$ cat config.mk
export PLATFORM = sky130hd
export DESIGN_NAME = baby_ram_arbiter
export DESIGN_NICKNAME = d
export VERILOG_FILES = /design/src/rtl/baby_ram_arbiter.sv
export SDC_FILE = /design/constraint.sdc
export NUM_CORES = 1
export LEC_CHECK = 0
export CORE_AREA = 3 3 110 112
export DETAILED_ROUTE_END_ITERATION = 6
export DIE_AREA = 0 0 113 115
export PLACE_DENSITY = 0.84
export RECOVER_POWER = 50
export SLEW_MARGIN = 20
export SYNTH_ARGS = -nofsm -noshare
export SYNTH_HDL_FRONTEND = slang
export SYNTH_SLANG_ARGS = --single-unit
$ cat constraint.sdc
create_clock -name fpgaGlobalClock -period 3.1 [get_ports fpgaGlobalClock]
set_input_delay 0.465 -clock fpgaGlobalClock [delete_from_list [all_inputs] [get_ports fpgaGlobalClock]]
set_output_delay 0.465 -clock fpgaGlobalClock [all_outputs]
set_load 0.02 [all_outputs]
$ cat src/rtl/baby_ram_arbiter.sv
// ---------------------------------------------------------------------------
// baby_ram_arbiter
//
// Shares the single store RAM between the Baby CPU core and a host
// loader/debug port. Each requester has a req/gnt handshake. One access is
// issued per cycle, and issues may follow each other back to back. Read
// returns carry an owner tag, so each result goes back to the requester that
// asked for it, in issue order.
//
// Arbitration order, highest first:
//   1. host lock: only the host is granted
//   2. host starved for STARVE_MAX cycles
//   3. CPU
//   4. host
//
// Optional feature (macro BABY_ARB_CONFLICT_CNT_EN):
//   Adds conflict_cnt_o[7:0]. It is a saturating count of cycles in which
//   both requesters asked while the host lock was off.
//
// Ports:
//   fpgaGlobalClock, reset_i      : clock (rising edge), async active-low reset
//   cpu_req_i/we/addr/wdata       : CPU request
//   cpu_gnt_o/rvalid_o/rdata_o    : CPU grant and read return
//   host_req_i/we/addr/wdata      : host request
//   host_gnt_o/rvalid_o/rdata_o   : host grant and read return
//   host_lock_i                   : host-exclusive mode
//   ram_addr_o/data_o/rw_en_o     : registered RAM pins
//   ram_data_i                    : RAM read data
//   busy_o                        : access driven or read in flight
// ---------------------------------------------------------------------------
module baby_ram_arbiter #(
  parameter int ADDR_W     = 5,
  parameter int DATA_W     = 32,
  parameter int RD_LAT     = 1,
  parameter int STARVE_MAX = 4
) (
  input  logic              fpgaGlobalClock,
  input  logic              reset_i,
  input  logic              cpu_req_i,
  input  logic              cpu_we_i,
  input  logic [ADDR_W-1:0] cpu_addr_i,
  input  logic [DATA_W-1:0] cpu_wdata_i,
  output logic              cpu_gnt_o,
  output logic              cpu_rvalid_o,
  output logic [DATA_W-1:0] cpu_rdata_o,
  input  logic              host_req_i,
  input  logic              host_we_i,
  input  logic [ADDR_W-1:0] host_addr_i,
  input  logic [DATA_W-1:0] host_wdata_i,
  output logic              host_gnt_o,
  output logic              host_rvalid_o,
  output logic [DATA_W-1:0] host_rdata_o,
  input  logic              host_lock_i,
  output logic [ADDR_W-1:0] ram_addr_o,
  output logic [DATA_W-1:0] ram_data_o,
  output logic              ram_rw_en_o,
  input  logic [DATA_W-1:0] ram_data_i,
  output logic              busy_o
`ifdef BABY_ARB_CONFLICT_CNT_EN
  ,
  output logic [7:0]        conflict_cnt_o
`endif
);

  localparam logic [3:0] STARVE_LIM = 4'(STARVE_MAX);

  logic              w_cpu_gnt;
  logic              w_host_gnt;
  logic              w_any_gnt;
  logic              w_sel_we;
  logic [ADDR_W-1:0] w_sel_addr;
  logic [DATA_W-1:0] w_sel_wdata;

  logic [3:0]        r_starve;
  logic              r_issue_v;
  logic [ADDR_W-1:0] r_ram_addr;
  logic [DATA_W-1:0] r_ram_data;
  logic              r_ram_rw_en;
  logic [RD_LAT:0]   r_tag_v;
  logic [RD_LAT:0]   r_tag_h;
  logic              r_cpu_rvalid;
  logic              r_host_rvalid;
  logic [DATA_W-1:0] r_cpu_rdata;
  logic [DATA_W-1:0] r_host_rdata;

  // Grant selection from the current requests and the starvation count.
  // While reset is asserted, no grant is shown, so the outputs read all-zero.
  always_comb begin
    w_cpu_gnt  = 1'b0;
    w_host_gnt = 1'b0;
    if (!reset_i) begin
      w_cpu_gnt  = 1'b0;
      w_host_gnt = 1'b0;
    end else if (host_lock_i) begin
      w_host_gnt = host_req_i;
    end else if (host_req_i && (r_starve == STARVE_LIM)) begin
      w_host_gnt = 1'b1;
    end else if (cpu_req_i) begin
      w_cpu_gnt = 1'b1;
    end else begin
      w_host_gnt = host_req_i;
    end
  end

  assign w_any_gnt   = w_cpu_gnt | w_host_gnt;
  assign w_sel_we    = w_host_gnt ? host_we_i    : cpu_we_i;
  assign w_sel_addr  = w_host_gnt ? host_addr_i  : cpu_addr_i;
  assign w_sel_wdata = w_host_gnt ? host_wdata_i : cpu_wdata_i;

  // Starvation counter: counts consecutive denied host-request cycles.
  always_ff @(posedge fpgaGlobalClock or negedge reset_i) begin
    if (!reset_i) begin
      r_starve <= 4'd0;
    end else if (host_req_i && !w_host_gnt) begin
      if (r_starve != STARVE_LIM) r_starve <= r_starve + 4'd1;
      else                        r_starve <= r_starve;
    end else begin
      r_starve <= 4'd0;
    end
  end

  // Issue stage: register the granted access onto the RAM pins.
  // The address and data hold their last values when there is no grant.
  always_ff @(posedge fpgaGlobalClock or negedge reset_i) begin
    if (!reset_i) begin
      r_issue_v   <= 1'b0;
      r_ram_addr  <= '0;
      r_ram_data  <= '0;
      r_ram_rw_en <= 1'b0;
    end else begin
      r_issue_v <= w_any_gnt;
      if (w_any_gnt) begin
        r_ram_addr  <= w_sel_addr;
        r_ram_rw_en <= w_sel_we;
        if (w_sel_we) r_ram_data <= w_sel_wdata;
        else          r_ram_data <= r_ram_data;
      end else begin
        r_ram_rw_en <= 1'b0;
      end
    end
  end

  // Owner-tag pipeline. Stage k is valid during cycle N+1+k, so the last
  // stage lines up with the cycle whose ram_data_i belongs to that read.
  always_ff @(posedge fpgaGlobalClock or negedge reset_i) begin
    if (!reset_i) begin
      r_tag_v <= '0;
      r_tag_h <= '0;
    end else begin
      r_tag_v <= {r_tag_v[RD_LAT-1:0], w_any_gnt & ~w_sel_we};
      r_tag_h <= {r_tag_h[RD_LAT-1:0], w_host_gnt};
    end
  end

  // Read return: capture RAM data into the owner's register and pulse its rvalid.
  always_ff @(posedge fpgaGlobalClock or negedge reset_i) begin
    if (!reset_i) begin
      r_cpu_rvalid  <= 1'b0;
      r_host_rvalid <= 1'b0;
      r_cpu_rdata   <= '0;
      r_host_rdata  <= '0;
    end else begin
      r_cpu_rvalid  <= r_tag_v[RD_LAT] & ~r_tag_h[RD_LAT];
      r_host_rvalid <= r_tag_v[RD_LAT] &  r_tag_h[RD_LAT];
      if (r_tag_v[RD_LAT] && !r_tag_h[RD_LAT]) r_cpu_rdata <= ram_data_i;
      else                                     r_cpu_rdata <= r_cpu_rdata;
      if (r_tag_v[RD_LAT] && r_tag_h[RD_LAT])  r_host_rdata <= ram_data_i;
      else                                     r_host_rdata <= r_host_rdata;
    end
  end

`ifdef BABY_ARB_CONFLICT_CNT_EN
  logic [7:0] r_conflict;

  // Saturating count of cycles with unresolved CPU/host contention.
  always_ff @(posedge fpgaGlobalClock or negedge reset_i) begin
    if (!reset_i) begin
      r_conflict <= 8'd0;
    end else if (cpu_req_i && host_req_i && !host_lock_i && (r_conflict != 8'd255)) begin
      r_conflict <= r_conflict + 8'd1;
    end else begin
      r_conflict <= r_conflict;
    end
  end

  assign conflict_cnt_o = r_conflict;
`endif

  assign cpu_gnt_o     = w_cpu_gnt;
  assign host_gnt_o    = w_host_gnt;
  assign cpu_rvalid_o  = r_cpu_rvalid;
  assign host_rvalid_o = r_host_rvalid;
  assign cpu_rdata_o   = r_cpu_rdata;
  assign host_rdata_o  = r_host_rdata;
  assign ram_addr_o    = r_ram_addr;
  assign ram_data_o    = r_ram_data;
  assign ram_rw_en_o   = r_ram_rw_en;
  assign busy_o        = r_issue_v | (|r_tag_v);

endmodule

Word level (Yosys, flattened, before mapping) --
Cells that the tools add are included.
Cells by class: equality and inequality tests 3, add/sub/neg operators 1, mux-type cells 14, reductions and logical operators 8, bitwise operators 7
Operators by type and width (count):
- two-way mux 32 bit | 1
- two-way mux 1 bit | 10
- two-way mux 4 bit | 2
- two-way mux 5 bit | 1
- adder 4 x 1 -> 4 bit (second input constant) | 1
- == test 4 x 3 -> 1 bit (second input constant) | 1
- logical AND 1 bit | 4
- inequality test 4 x 3 -> 1 bit (second input constant) | 1
- AND 1 bit | 3
- logical NOT 1 bit | 2
- inequality test 2 x 1 -> 1 bit (second input constant) | 1
- NOT 1 bit | 2
- bitwise OR 1 bit | 2
- AND reduction 2 bit | 1
- OR reduction 2 bit | 1
Storage, ports and cells: logic and storage cells 44, output and inout port bits 107, bits in registers 113, input bits 113

Logic depth before layout (Yosys ltp) --
Gate-level depths: netlist of the first run.
word-level depth 8, mapped depth 7, gate-level depth less buffers 6

Worst setup path before layout of the first run --
No wires, ideal clock.
path type flip-flop to output port, start point reg r_starve[0], end point out cpu_gnt_o, path slack 1209 ps, arrival 1426 ps, buffers on the path 2, data required time 2635 ps, stages on the path, launching flop included 8, cell sequence dfrtp_1 -> inv_1 -> ha_1 -> nand4b_1 -> buf_2 -> buf_2 -> nand2_1 -> inv_1
Between the ends: word-level cells in the longest chain between the ends 5
RTL lines:
- start, declared | RTL line 74 | logic [3:0] r_starve;
- start signal, assigned | RTL line 115 | if (r_starve != STARVE_LIM) r_starve <= r_starve + 4'd1;
- start signal, assigned | RTL line 116 | else r_starve <= r_starve;
- == test 4 x 3 -> 1 bit | RTL line 96 | end else if (host_req_i && (r_starve == STARVE_LIM)) begin
- logical AND 1 bit | RTL line 96
- two-way mux 1 bit | RTL line 96
- two-way mux 1 bit | RTL line 94 | end else if (host_lock_i) begin
- two-way mux 1 bit | RTL line 91 | if (!reset_i) begin
- end, declared | RTL line 43 | output logic cpu_gnt_o,
No other way between the ends.

Worst setup path in the final report of the first run --
start point reg r_starve[0], end point out host_gnt_o
Between the ends: word-level cells in the longest chain between the ends 5
RTL lines:
- == test 4 x 3 -> 1 bit | RTL line 96
- logical AND 1 bit | RTL line 96
- two-way mux 1 bit | RTL line 96
- two-way mux 1 bit | RTL line 94
- two-way mux 1 bit | RTL line 91
- end, declared | RTL line 50 | output logic host_gnt_o,
No other way between the ends.

==> results of run 1 <==
## metal layers
metal / routed length, um / vias to the layer above
met3: 1540 / 13
li1: - / 1968
met4: 119 / 0
met5: 0 / -
met2: 7450 / 308
met1: 6400 / 2208
## state kept, by name, indices dropped and copies added, names as in the netlist
register,flops
ram_data_o,32
ram_addr_o,5
host_rvalid_o,1
cpu_rvalid_o,1
cpu_rdata_o,32
r_tag_v,2
r_starve,4
r_issue_v,1
host_rdata_o,32
ram_rw_en_o,1
r_tag_h,2
## final cells by class
| type | instances | area (um2) | area share (%) |
|---|---|---|---|
| tap | 143 | 179 | 2.26 |
| sequential | 113 | 2830 | 35.7 |
| clock buffer | 18 | 429 | 5.42 |
| timing repair buffer | 231 | 2270 | 28.6 |
| clock inverter | 14 | 213 | 2.69 |
| inverter | 39 | 146 | 1.85 |
| multi-input combinational | 213 | 1850 | 23.4 |
## cell families (layout without fill, tap and decap cells)
group / Yosys count / count (layout) / share of synthesized area [%]
and+or+nand+nor: 24 / 24 / 3.06
adders and majority gates: 2 / 2 / 0.498
DFF: 113 / 113 / 56.3
xor gates and xnor gates: 1 / 1 / 0.174
AOI/OAI and AO/OA: 122 / 122 / 18.9
muxes: 64 / 64 / 14.3
buffers and inverters: 80 / 302 / 6.77
## worst register-to-register path, delay by kind of cell (launching register included)
| family | cells | cell delay (ps) |
|---|---|---|
| and+or+nand+nor | 1 | 250 |
| buffers and inverters | 1 | 1330 |
| DFF | 1 | 370 |
| muxes | 1 | 470 |
## how the worst min path moves through the flow
stage          slack, ps                    endpoint  cells after the start                  from
2_1_floorplan        170  cpu_rdata_o[0]$_DFFE_PN0P_                      0               reset_i
3_3_place_gp         340        r_tag_h[1]$_DFF_PN0_                      0  r_tag_h[0]$_DFF_PN0_
3_5_place_dp         340        r_tag_h[1]$_DFF_PN0_                      0  r_tag_h[0]$_DFF_PN0_
4_1_cts              260        r_tag_v[1]$_DFF_PN0_                      2               reset_i
5_1_grt              370        r_tag_h[1]$_DFF_PN0_                      0  r_tag_h[0]$_DFF_PN0_
6_report             350        r_tag_h[1]$_DFF_PN0_                      0  r_tag_h[0]$_DFF_PN0_
## synthesized netlist by cell type, drive strengths merged, types with 4 or more instances
library cell,number,area (um2)
clkbuf,23,86.3
dfrtp,113,2830
o21ai,6,30.0
buf,18,108
nand2,4,15.0
nand3,7,35.0
a211oi,5,37.5
a2111oi,32,280
mux2,64,721
a221oi,32,280
a31oi,37,231
inv,39,146
## report_power, final
group,internal (mW),total [mW],switching [mW]
Combinational,0.918,1.74,0.824
Sequential,1.80,2.00,0.194
Clock,1.42,2.09,0.668
Total,4.14,5.83,1.69
==> flow_metrics.py, run 1 <==
metrics = {
    "outcome": {
        "outcome": "complete, but fails checks",
        "violations": "capacitance limit, slew limit",
    },
    "placed_design": {
        "place_area_mm2": 0.00729,
        "place_ws_ps": 392,
        "dp_hpwl_mm": 10.8,
        "gp_congestion": 0.859,
        "io_buffers": 219,
        "place_inst": 739,
    },
    "power_and_ir_drop": {
        "p_per_area_mw_per_mm2": 737,
        "power.total_mw": 5.83,
        "cellLeakagePower_nw": 3.24,
        "ir_drop_v": 0.000454,
    },
    "yosys": {
        "synthFlopType": "dfrtp_1",
        "yosysUniqueCellTypes": 36,
        "ys_seq_elements": 113,
        "syn-cell-area_mm2": 0.00502,
        "synthArstFlopShare_pct": 100,
        "synth_nets": 521,
        "syn_inst": 406,
        "syn_area_per_cell_um2": 12.4,
        "synth.yosys.seq_area_share_pct": 56.3,
        "yosys_warnings": 0,
        "synth_edf_count": 0,
    },
    "global_routing": {
        "grt_pass1_vias": 4545,
        "grt_use_met2_pct": 38.8,
        "use_met1_pct": 31.3,
        "use_met3_pct": 6.42,
        "global_route.overflow_total": 0,
        "grt_pass1_wl_mm": 24.3,
        "grt_start_max_net_pins": 63,
        "antenna_found_initial": 0,
        "grt.busiest_layer": "met2",
        "grt_use_total_pct": 23.7,
    },
    "clocking": {
        "cts-root-buf": "clkbuf_16",
        "cts.sinks": 113,
        "cts_buffers": 17,
        "cts_hold_buf": 0,
        "clockBufferDepth": 2,
        "htreeDepth": 4,
        "cts_tree": "built",
        "cts_resized": 0,
        "insertion_delay_ps": 400,
        "post_cts_buffers": 0,
        "clkTransAtPathRegs_ps": 50,
    },
    "finish": {
        "area_growth_pct": 57.5,
        "diodes": 0,
        "drive_above_1_share_pct": 17.0,
        "nFillCells": 770,
        "design_area_mm2": 0.00791,
        "post-route-util_pct": 69.9,
        "layoutNonFillerInstCount": 771,
        "final_cell_mix": "218 x clkdlybuf4s50_1, 113 x dfrtp_1, 62 x mux2_2, 39 x inv_1, 37 x a31oi_1",
        "nets": 730,
        "layout_commonest_cell": "clkdlybuf4s50_1",
    },
    "floorplanning": {
        "die_y_um": 115,
        "coreArea_mm2": 0.0113,
        "io_pins": 220,
        "dieArea_mm2": 0.0130,
        "fp.dieW_um": 113,
        "initial_core_util_pct": 44.4,
        "row_count": 39,
    },
    "critical_path": {
        "cp-start-kind": "register",
        "arrival_ps": 2370,
        "cp-end-kind": "output pin",
        "critPathKind": "reg -> out",
        "path_cells": "inv_1 -> ha_1 -> nand3b_2 -> a21o_1 -> inv_1 -> clkdlybuf4s50_1",
        "endpoint": "host_gnt_o",
        "timing.critical_path.from": "r_starve[0]$_DFFE_PN0P_",
        "max_stage_delay_ps": 630,
        "cp.depth": 6,
        "reg2reg_depth": 3,
        "regToRegSetupSlack_ps": 550,
        "path_common_cell": "inv_1",
        "worst-path-buf-inv": 3,
        "slowest_stage": "clkdlybuf4s50_1",
        "crit_family": "buffers and inverters",
        "worstReg2RegStart": "r_tag_v[1]$_DFF_PN0_",
        "required_ps": 2630,
        "cp_max_fo": 8,
        "r2r-end": "cpu_rdata_o[19]$_DFFE_PN0P_",
    },
    "sta": {
        "slew_viol_final": 66,
        "slew-limit-headroom_pct": -23.8,
        "final.setup_skew_ps": 8.81,
        "setup_viol_count_final": 0,
        "rsz0062_at_grt": "false",
        "fin_crit_ps": 2830,
        "tns_ps": 0,
        "holdWs_ps": 350,
        "finalHoldViolations": 0,
        "fin_ws_ps": 266,
        "final.period_utilization_pct": 91.4,
        "worstMarginPinSlew_ps": 1860,
        "max_freq_mhz": 353,
    },
    "detailed_routing": {
        "via_per_inst": 5.83,
        "drt_iter0_drc": 459,
        "drt-total-wl_mm": 15.5,
        "drtAntennaViolNets": 0,
        "wl_per_cell_um": 20.1,
        "vias": 4497,
        "drc_errors": 0,
        "dr.pass1.iters": 5,
    },
    "hold_path": {
        "hold_path_class": "reg -> reg",
    },
    "flow_run": {
        "drv_cap": 2,
    },
}
No activity file was read; power rests on OpenSTA's default activity.
==> run 2: changes to the inputs <==
==> constraint.sdc (replaced) <==
create_clock -name fpgaGlobalClock -period 3.6 [get_ports fpgaGlobalClock]
set_input_delay 0.54 -clock fpgaGlobalClock [delete_from_list [all_inputs] [get_ports fpgaGlobalClock]]
set_output_delay 0.54 -clock fpgaGlobalClock [all_outputs]
set_load 0.02 [all_outputs]
==> flow_metrics.py, run 2 (synthesis results as in run 1) <==
metrics = {
    "sta": {
        "max_freq_mhz": 338,
        "fin_crit_ps": 2960,
        "worstMarginPinSlew_ps": 2120,
        "setup_viol_count_final": 0,
        "slew-limit-headroom_pct": -41.5,
        "slew_viol_final": 151,
        "finalHoldViolations": 0,
        "tns_ps": 0,
        "final.setup_skew_ps": 9.92,
        "rsz0062_at_grt": "false",
        "final.period_utilization_pct": 82.3,
    },
    "finish": {
        "post-route-util_pct": 69.5,
        "diodes": 0,
        "nets": 729,
        "layout_commonest_cell": "clkdlybuf4s50_1",
        "nFillCells": 791,
        "area_growth_pct": 56.6,
        "final_cell_mix": "218 x clkdlybuf4s50_1, 113 x dfrtp_1, 59 x mux2_2, 39 x inv_1, 37 x a31oi_1",
        "drive_above_1_share_pct": 15.9,
    },
    "floorplanning": {
        "die_y_um": 115,
        "coreArea_mm2": 0.0113,
        "dieArea_mm2": 0.0130,
        "io_pins": 220,
        "initial_core_util_pct": 44.4,
        "fp.dieW_um": 113,
        "row_count": 39,
    },
    "placed_design": {
        "dp_hpwl_mm": 10.9,
        "io_buffers": 219,
        "gp_congestion": 0.875,
    },
    "clocking": {
        "cts_resized": 0,
        "clkTransAtPathRegs_ps": 50,
        "post_cts_buffers": 0,
        "clockBufferDepth": 2,
        "cts_tree": "built",
        "cts_hold_buf": 0,
        "cts-root-buf": "clkbuf_16",
        "cts_buffers": 17,
        "cts.sinks": 113,
        "htreeDepth": 4,
        "insertion_delay_ps": 400,
    },
    "hold_path": {
        "min_from": "r_tag_h[0]$_DFF_PN0_",
        "hold_path_class": "reg -> reg",
        "whs_path_depth": 0,
    },
    "global_routing": {
        "grt_start_max_net_pins": 76,
        "grt_use_total_pct": 23.7,
        "antenna_found_initial": 0,
        "global_route.overflow_total": 0,
        "grt_pass1_wl_mm": 24.2,
        "grt_pass1_vias": 4625,
    },
    "detailed_routing": {
        "vias": 4484,
        "drtAntennaViolNets": 0,
        "wl_per_cell_um": 19.9,
        "via_per_inst": 5.82,
        "drt-total-wl_mm": 15.4,
        "drt_iter0_drc": 368,
        "dr.pass1.iters": 6,
        "drc_errors": 0,
    },
    "critical_path": {
        "max_stage_delay_ps": 1250,
        "arrival_ps": 3200,
        "cp-start-kind": "register",
        "required_ps": 3840,
        "cp_max_fo": 42,
        "timing.critical_path.from": "r_starve[0]$_DFFE_PN0P_",
        "cp-end-kind": "register",
        "regToRegSetupSlack_ps": 640,
        "slowest_stage": "clkbuf_1",
        "worstReg2RegStart": "r_starve[0]$_DFFE_PN0P_",
        "reg2reg_depth": 6,
        "path_cells": "inv_1 -> ha_1 -> nand3b_2 -> clkbuf_1 -> a211o_4 -> a221oi_1",
        "critPathKind": "reg -> reg",
    },
    "outcome": {
        "outcome": "complete, but fails checks",
        "violations": "capacitance limit, slew limit",
    },
    "flow_run": {
        "drv_cap": 4,
    },
    "power_and_ir_drop": {
        "p_per_area_mw_per_mm2": 623,
        "cellLeakagePower_nw": 3.22,
        "ir_drop_v": 0.000429,
    },
}
[run 2: final cells by class]
class	instances	area (um2)	share of cell area [%]
timing repair buffer	230	2260	28.7
sequential	113	2830	35.9
inverter	39	146	1.86
tap	143	179	2.27
clock inverter	9	130	1.65
clock buffer	23	478	6.07
multi-input combinational	213	1850	23.5
[run 2: worst max-delay path, delay by kind of cell (launching register included)]
| family | cells | cell delay [ps] |
|---|---|---|
| flip-flops | 1 | 370 |
| buffers and inverters | 2 | 1330 |
| AND/OR/NAND/NOR | 1 | 120 |
| adder cells (fa/ha/maj) | 1 | 260 |
| AO/OA/AOI/OAI | 2 | 700 |
[run 2: layer usage]
metal  routed length [um]  vias up  GRT usage, %
met5                    0        -             0
li1                     -     1967             -
met1                 5940     2169          29.9
met2                 7300      318          38.5
met4                  390        0          9.29
met3                 1730       30          7.16
[run 2: path summary, 6_finish.rpt]
| path | endpoint |
|---|---|
| max in group asynchronous | host_rdata_o[2]$_DFFE_PN0P_ |
| max reg2reg | ram_data_o[24]$_DFFE_PN0P_ |
| max | ram_data_o[24]$_DFFE_PN0P_ |
| min in group asynchronous | ram_data_o[2]$_DFFE_PN0P_ |
| min reg2reg | r_tag_h[1]$_DFF_PN0_ |
| min | r_tag_h[1]$_DFF_PN0_ |
[run 2: power by group]
| group | leakage, nW | total (mW) | switching, mW | internal, mW |
|---|---|---|---|---|
| clock network | 0.285 | 1.68 | 0.543 | 1.14 |
| logic | 1.61 | 1.49 | 0.704 | 0.788 |
| registers | 1.32 | 1.72 | 0.171 | 1.55 |
| total | 3.22 | 4.90 | 1.42 | 3.48 |
[run 2: through the flow]
step / area, um2 / power [mW] / cells / worst slack (ps) / hold slack, ps
floorplan: 5020 / 2.39 / 406 / 1630 / 244
global placement: 7290 / 3.18 / 738 / 817 / 336
detailed placement: 7290 / 3.24 / 738 / 653 / 336
CTS: 7890 / 4.95 / 770 / 688 / 249
global route: 7870 / 5.11 / 770 / 299 / 371
finish: 7870 / 4.90 / 770 / 637 / 348
